$ cat src/rtl/encode_ctrl.sv
// encode_ctrl: runs one threshold-compare/shift encoder through a NUM_STEPS-step
// conversion per request and returns the captured code word with its popcount.
module encode_ctrl #(
    parameter int NUM_STEPS = 8,
    parameter int DATA_W    = 8
) (
    input  logic                               CLK100MHZ,
    input  logic                               reset,
    input  logic                               in_valid,
    output logic                               in_ready,
    input  logic [DATA_W-1:0]                  in_data,
    input  logic [DATA_W-1:0]                  thr_base,
    input  logic [DATA_W-1:0]                  thr_step,
    input  logic                               abort,
    output logic [DATA_W-1:0]                  enc_data,
    output logic [DATA_W-1:0]                  enc_delay,
    output logic                               enc_start,
    output logic                               enc_reset,
    input  logic [NUM_STEPS-1:0]               enc_encoded,
    output logic                               out_valid,
    input  logic                               out_ready,
    output logic [NUM_STEPS-1:0]               out_code,
    output logic [$clog2(NUM_STEPS + 1)-1:0]   out_ones
);

    localparam int ONES_W = $clog2(NUM_STEPS + 1);
    localparam int CNT_W  = $clog2(NUM_STEPS + 1);

    typedef enum logic [2:0] {
        IDLE    = 3'd0,
        CLEAR   = 3'd1,
        RUN     = 3'd2,
        CAPTURE = 3'd3,
        DONE    = 3'd4
    } state_t;

    state_t                state_r, state_s;
    logic                  hold_r, hold_s;
    logic [DATA_W-1:0]     sample_r, sample_s;
    logic [DATA_W-1:0]     base_r, base_s;
    logic [DATA_W-1:0]     step_r, step_s;
    logic [DATA_W-1:0]     acc_r, acc_s;
    logic [CNT_W-1:0]      cnt_r, cnt_s;
    logic [DATA_W-1:0]     data_r, data_s;
    logic                  start_r, start_s;
    logic                  enc_reset_r, enc_reset_s;
    logic [NUM_STEPS-1:0]  code_r, code_s;
    logic [ONES_W-1:0]     ones_r, ones_s;

    function automatic logic [DATA_W-1:0] sat_add(input logic [DATA_W-1:0] a,
                                                  input logic [DATA_W-1:0] b);
        logic [DATA_W:0] sum;
        sum = {1'b0, a} + {1'b0, b};
        return sum[DATA_W] ? {DATA_W{1'b1}} : sum[DATA_W-1:0];
    endfunction

    function automatic logic [ONES_W-1:0] popcount(input logic [NUM_STEPS-1:0] v);
        logic [ONES_W-1:0] n;
        n = {ONES_W{1'b0}};
        for (int i = 0; i < NUM_STEPS; i++) begin
            n = n + ONES_W'(v[i]);
        end
        return n;
    endfunction

    // hold_r masks in_ready for the one cycle the encoder is being reset after abort/reset
    assign in_ready  = (state_r == IDLE) && !hold_r;
    assign out_valid = (state_r == DONE);
    assign enc_data  = data_r;
    assign enc_delay = acc_r;
    assign enc_start = start_r;
    assign enc_reset = enc_reset_r;
    assign out_code  = code_r;
    assign out_ones  = ones_r;

    // Next-state and next registered-output decode
    always_comb begin
        state_s     = state_r;
        hold_s      = 1'b0;
        sample_s    = sample_r;
        base_s      = base_r;
        step_s      = step_r;
        acc_s       = {DATA_W{1'b0}};
        cnt_s       = cnt_r;
        data_s      = {DATA_W{1'b0}};
        start_s     = 1'b0;
        enc_reset_s = 1'b0;
        code_s      = code_r;
        ones_s      = ones_r;
        case (state_r)
            IDLE: begin
                if (in_valid && in_ready) begin
                    state_s     = CLEAR;
                    sample_s    = in_data;
                    base_s      = thr_base;
                    step_s      = thr_step;
                    data_s      = in_data;
                    enc_reset_s = 1'b1;
                end else begin
                    state_s = IDLE;
                end
            end
            CLEAR: begin
                if (abort) begin
                    state_s     = IDLE;
                    hold_s      = 1'b1;
                    enc_reset_s = 1'b1;
                end else begin
                    state_s = RUN;
                    cnt_s   = {CNT_W{1'b0}};
                    acc_s   = base_r;
                    start_s = 1'b1;
                    data_s  = sample_r;
                end
            end
            RUN: begin
                if (abort) begin
                    state_s     = IDLE;
                    hold_s      = 1'b1;
                    enc_reset_s = 1'b1;
                end else begin
                    data_s = sample_r;
                    cnt_s  = cnt_r + CNT_W'(1);
                    if (cnt_r == CNT_W'(NUM_STEPS - 1)) begin
                        state_s = CAPTURE;
                    end else begin
                        acc_s   = sat_add(acc_r, step_r);
                        start_s = 1'b1;
                    end
                end
            end
            CAPTURE: begin
                if (abort) begin
                    state_s     = IDLE;
                    hold_s      = 1'b1;
                    enc_reset_s = 1'b1;
                end else begin
                    state_s = DONE;
                    code_s  = enc_encoded;
                    ones_s  = popcount(enc_encoded);
                end
            end
            DONE: begin
                if (out_ready) begin
                    state_s = IDLE;
                end else begin
                    state_s = DONE;
                end
            end
            default: begin
                state_s = IDLE;
            end
        endcase
    end

    // State and registered outputs, synchronous active-low reset
    always_ff @(posedge CLK100MHZ) begin
        if (!reset) begin
            state_r     <= IDLE;
            hold_r      <= 1'b1;
            sample_r    <= {DATA_W{1'b0}};
            base_r      <= {DATA_W{1'b0}};
            step_r      <= {DATA_W{1'b0}};
            acc_r       <= {DATA_W{1'b0}};
            cnt_r       <= {CNT_W{1'b0}};
            data_r      <= {DATA_W{1'b0}};
            start_r     <= 1'b0;
            enc_reset_r <= 1'b1;
            code_r      <= {NUM_STEPS{1'b0}};
            ones_r      <= {ONES_W{1'b0}};
        end else begin
            state_r     <= state_s;
            hold_r      <= hold_s;
            sample_r    <= sample_s;
            base_r      <= base_s;
            step_r      <= step_s;
            acc_r       <= acc_s;
            cnt_r       <= cnt_s;
            data_r      <= data_s;
            start_r     <= start_s;
            enc_reset_r <= enc_reset_s;
            code_r      <= code_s;
            ones_r      <= ones_s;
        end
    end

endmodule

$ cat config.mk
export PLATFORM = sky130hd
export DESIGN_NAME = encode_ctrl
export DESIGN_NICKNAME = d
export VERILOG_FILES = /design/src/rtl/encode_ctrl.sv
export SDC_FILE = /design/constraint.sdc
export NUM_CORES = 1
export LEC_CHECK = 0
export ABC_CLOCK_PERIOD_IN_PS = 7700
export CELL_PAD_IN_SITES_DETAIL_PLACEMENT = 1
export CELL_PAD_IN_SITES_GLOBAL_PLACEMENT = 1
export CORE_MARGIN = 10
export CORE_UTILIZATION = 30
export DETAILED_ROUTE_END_ITERATION = 8
export PLACE_DENSITY = 0.74
export RECOVER_POWER = 25
export SETUP_SLACK_MARGIN = 0.4
export SLEW_MARGIN = 20
export SYNTH_ARGS = -nofsm -noshare
export SYNTH_HDL_FRONTEND = slang
export SYNTH_SLANG_ARGS = --single-unit
$ cat constraint.sdc
create_clock -name CLK100MHZ -period 7.7 [get_ports CLK100MHZ]
set_clock_uncertainty 0.15 [all_clocks]
set_input_delay 0.77 -clock CLK100MHZ [delete_from_list [all_inputs] [get_ports CLK100MHZ]]
set_output_delay 0.77 -clock CLK100MHZ [all_outputs]
set_load 0.02 [all_outputs]
# ---- Word-level counts from Yosys, hierarchy flattened
# Cells that the tools add are included.
dict set report classes {
  muxes 26
  bitwise_logic 1
  addsub 9
  eq_ne 8
  reduce_logical 10
}
# operator count
set ops {}
lappend ops {{two-way mux 8 bit} 6}
lappend ops {{case mux 8 bit (2 select lines)} 2}
lappend ops {{adder 4 x 1 -> 4 bit} 4}
lappend ops {{case mux 3 bit (5 select lines)} 1}
lappend ops {{two-way mux 3 bit} 4}
lappend ops {{adder 8 x 8 -> 9 bit} 1}
lappend ops {{two-way mux 4 bit} 2}
lappend ops {{case mux 4 bit (2 select lines)} 1}
lappend ops {{two-way mux 1 bit} 7}
lappend ops {{equality test 3 x 2 -> 1 bit, second input constant} 2}
lappend ops {{adder 3 x 1 -> 4 bit} 1}
lappend ops {{adder 4 x 1 -> 4 bit, second input constant} 1}
lappend ops {{equality test 4 x 3 -> 1 bit, second input constant} 1}
lappend ops {{!= test 2 bit, second input constant} 2}
lappend ops {{case mux 1 bit (2 select lines)} 2}
lappend ops {{AND reduction 2 bit} 2}
lappend ops {{adder 2 x 1 -> 3 bit} 1}
lappend ops {{equality test 3 x 1 -> 1 bit, second input constant} 1}
lappend ops {{equality test 3 bit, second input constant} 1}
lappend ops {{zero test 3 bit} 1}
lappend ops {{!= test 3 bit, second input constant} 1}
lappend ops {{AND reduction 3 bit} 1}
lappend ops {{OR reduction 3 bit} 1}
lappend ops {{adder 1 x 1 -> 2 bit} 1}
lappend ops {{other kinds (6)} 7}
dict set report word_totals {
  word_cells 66
  reg_bits 62
  output_inout_bits 32
}

# ---- Depth between registers and ports, before layout
dict set report depth {
  depth_word 7
  ltp_mapped 11
  ltp_nobuf 11
}

# ---- Worst setup path after synthesis
# Ideal clock, no wire load.
dict set report synth_path {
  kind {input to register}
  from {input port enc_encoded[0]}
  to {register ones_r[2] (netlist: out_ones[2])}
  setup_time_ps 76
  required_time_ps 7474
  stages 11
  arrival_time_ps 3157
  path_slack_ps 4318
  path_buffers 0
  cell_sequence {fa_1 -> inv_1 -> fa_1 -> fa_1 -> inv_1 -> ha_1 -> inv_1 -> fa_1 -> xnor2_1 -> nand2_1 -> a21boi_0}
}
dict set report synth_via {
  elab_chain_cells 7
}
# item line_no
set synth_lines {}
lappend synth_lines {{start, declared} 19} ;# input logic [NUM_STEPS-1:0] enc_encoded,
lappend synth_lines {{adder 1 x 1 -> 2 bit} 61} ;# n = n + ONES_W'(v[i]);
lappend synth_lines {{adder 2 x 1 -> 3 bit} 61}
lappend synth_lines {{adder 3 x 1 -> 4 bit} 61}
lappend synth_lines {{adder 4 x 1 -> 4 bit (4 in series)} 61}
lappend synth_lines {{end signal, assigned} 170} ;# ones_r <= {ONES_W{1'b0}};
lappend synth_lines {{end signal, assigned} 183} ;# ones_r <= ones_s;
lappend synth_lines {{end, declared} 48} ;# logic [ONES_W-1:0] ones_r, ones_s;
# No other way between the ends.
# A chain may end at the register's enable or synchronous reset.

# ---- Final worst setup path
# Same ends and word-level chain as after synthesis.

==> results.py <==
metrics = {
    "yosys": {
        "synth_cell_types": 47,
        "ys_seq_area_frac": 0.428,
        "ys_seq_elements": 62,
        "synth_nets": 386,
        "syn_area_sq_mm": 0.00290,
        "synth_ff_type": "dfxtp_1",
        "synth_edf_count": 0,
        "ys_warn_count": 0,
        "synth.avg_cell_area_sq_um": 8.73,
        "synthArstFlopShare": 0,
        "synthCells": 332,
    },
    "critical_path": {
        "crit_required_ns": 7.82,
        "end_kind": "flop",
        "crit_buf_inv": 4,
        "slowest_delay_ns": 0.54,
        "cpMostUsedCell": "fa_1",
        "critPathKind": "in -> reg",
        "worstPathArrival_ns": 3.76,
        "worstPathMaxFanout": 2,
        "start_kind": "primary input",
        "cp_cell_sequence": "clkdlybuf4s50_1 -> fa_1 -> inv_1 -> fa_1 -> fa_1 -> inv_1 -> ha_1 -> inv_1 -> fa_1 -> xnor2_1 -> nand2_1 -> a21boi_0",
        "cpLargestDelayFamily": "adder cells",
        "cpMaxStageDelayCell": "fa_1",
    },
    "placed_design": {
        "gp_congestion": 0.813,
        "dp_hpwl_mm": 5.94,
        "placed_area_sq_mm": 0.00365,
        "io_buffers": 68,
    },
    "power_and_ir_drop": {
        "p_comb_frac": 0.118,
        "peakVddDrop_v": 0.0000940,
        "p_sw_frac": 0.242,
        "p_int_uw": 554,
        "switchingPower_uw": 177,
        "clkPwrFrac": 0.424,
        "p_leak_uw": 0.00144,
        "power-per-cell-area_mw_per_mm2": 189,
        "pwr-share-seq": 0.458,
    },
    "run": {
        "drv_cap": 1,
    },
    "timing": {
        "timing.final.crit_period_ns": 3.65,
        "fin_crit_sh": 0.474,
        "maxSlewHeadroom": -0.121,
        "whs_ns": 0.298,
        "rsz0062_at_grt": "no",
        "slew_violations": 45,
        "finalSetupViolCount": 0,
        "tightestPinTransition_ns": 1.68,
        "tns_ns": 0,
        "hold_viol": 0,
        "timing.fmax_mhz": 274,
    },
    "global_route": {
        "grt_max_degree": 45,
        "grt_use_total": 0.118,
        "grt_pass1_vias": 2741,
        "overflow": 0,
        "grt_first_pass_wirelength_mm": 13.7,
        "antenna_found_initial": 0,
    },
    "routing": {
        "drt-total-wl_mm": 8.10,
        "drc_errors": 0,
        "drt_iter0_drc": 64,
        "viasPerCell": 4.72,
        "postRouteAntennaNets": 0,
        "vias": 2501,
        "firstDrtPassIters": 4,
        "wire_per_inst_um": 15.3,
    },
    "clock_tree": {
        "cts_sinks": 62,
        "cts_buffers": 9,
        "clockBufferDepth": 2,
        "cts_setup_buffers": 0,
        "cts-root-buf": "clkbuf_8",
        "cts_tree": "built",
        "cts_resized": 0,
        "clk_pin_slew_worst_paths_ns": 0.07,
        "hold_buffers": 0,
        "htreeDepth": 3,
        "clock_latency_ns": 0.34,
    },
    "die": {
        "coreArea_sq_mm": 0.00933,
        "die_w_um": 118,
        "ioPinCount": 69,
        "start_util": 0.311,
        "dieArea_sq_mm": 0.0140,
        "die_y_um": 118,
        "rows": 35,
    },
    "final_layout": {
        "nNetsFinal": 450,
        "seqCellArea_sq_mm": 0.00124,
        "multi_input_area_sq_mm": 0.00151,
        "n_fill_cell": 1121,
        "layout-drive-gt1-share": 0.0673,
        "n_antenna_cell": 0,
        "design_area_sq_mm": 0.00386,
        "syn2layout_area_growth_pct": 33.2,
    },
    "outcome": {
        "violations": "capacitance limit, slew limit",
        "status": "complete, but fails checks",
    },
    "worst_hold_path": {
        "hp-class": "reg -> reg",
    },
}
-- layout by cell type, fill, tap and decap left out, types with 3 or more instances in the layout --
cell / n
nor2_1: 10
a21oi_1: 23
nand2b_1: 4
nand2_2: 3
and2_1: 4
a21boi_1: 12
nand2_1: 92
dlygate4sd3_1: 3
inv_1: 11
a21boi_0: 24
dfxtp_1: 62
fa_1: 5
clkdlybuf4s50_1: 65
o21ai_0: 12
xor2_1: 6
ha_1: 12
clkbuf_8: 9
-- power by group through the flow --
| stage | sequential, uW | combinational, uW | clock [uW] |
|---|---|---|---|
| final | 335 | 86.2 | 310 |
| after CTS | 335 | 89.1 | 322 |
| after floorplan | 343 | 48.6 | 0 |
| after detailed placement | 342 | 88.1 | 0 |
| after global placement | 342 | 83.9 | 0 |
| after global routing | 336 | 98.6 | 338 |
-- final timing paths --
kind | start | slack (ns) | cells past startpoint | endpoint
worst max-delay path | enc_encoded[0] | 4.05 | 12 | out_ones[2]
worst min-delay path | base_r[4] | 0.30 | 2 | enc_delay[4]
worst max register to register | enc_delay[0] | 5.33 | 7 | enc_delay[4]
worst min register to register | base_r[4] | 0.30 | 2 | enc_delay[4]
-- per-layer routing --
metal	share of wire	vias up	GRT usage
li1	-	1242	-
met1	0.43	1192	0.131
met2	0.46	61	0.192
met4	0.0054	0	0.0209
met3	0.098	6	0.0714
met5	0	-	0
-- Yosys cell counts, drive strengths merged, types with 3 or more instances --
| master | n | share of area |
|---|---|---|
| nand2b | 4 | 0.0086 |
| and2 | 5 | 0.011 |
| dfxtp | 62 | 0.43 |
| xor2 | 6 | 0.018 |
| fa | 5 | 0.035 |
| buf | 10 | 0.028 |
| clkbuf | 7 | 0.0091 |
| nor2 | 11 | 0.017 |
| a21oi | 23 | 0.040 |
| a21boi | 36 | 0.093 |
| ha | 12 | 0.052 |
| nand2 | 95 | 0.13 |
| inv | 11 | 0.014 |
| o21ai | 12 | 0.021 |
| a211oi | 3 | 0.0095 |
-- tightest hold or removal path, stage by stage, from the launching register on --
cell     delay [ns]
dfxtp_1        0.31
nand2_1        0.05
a21oi_1        0.05
-- cell type report --
| class | count | area share |
|---|---|---|
| clock buffers | 10 | 0.0331 |
| clock inverters | 6 | 0.0224 |
| inverters | 11 | 0.0107 |
| multi-input cells | 242 | 0.391 |
| flip-flops and latches | 62 | 0.321 |
| well taps | 129 | 0.0418 |
| repair buffers | 70 | 0.179 |
-- kinds of logic (layout without fill, tap and decap cells) --
group	after synthesis	in the layout	synth area share
simple gates	129	129	0.206
xor+xnor	7	7	0.0211
buf+inv	28	97	0.0509
compound gates	87	87	0.201
fa+ha+maj	17	17	0.0863
mux	2	2	0.00691
flops	62	62	0.428
-- state kept, by name, indices dropped and copies added (netlist names) --
signal	count
base_r	8
enc_data	8
enc_delay	8
out_code	8
sample_r	8
step_r	8
cnt_r	4
out_ones	4
state_r	3
enc_reset	1
enc_start	1
hold_r	1
-- stage by stage --
step,util,setup WS (ns),instances,power [uW]
final,0.414,4.05,530,731
after global routing,0.414,3.92,530,772
after CTS,0.414,4.06,530,746
after detailed placement,0.391,3.67,514,431
after global placement,0.391,3.78,514,426
after floorplan,-,4.32,332,391
(Power assumes the default switching activity.)
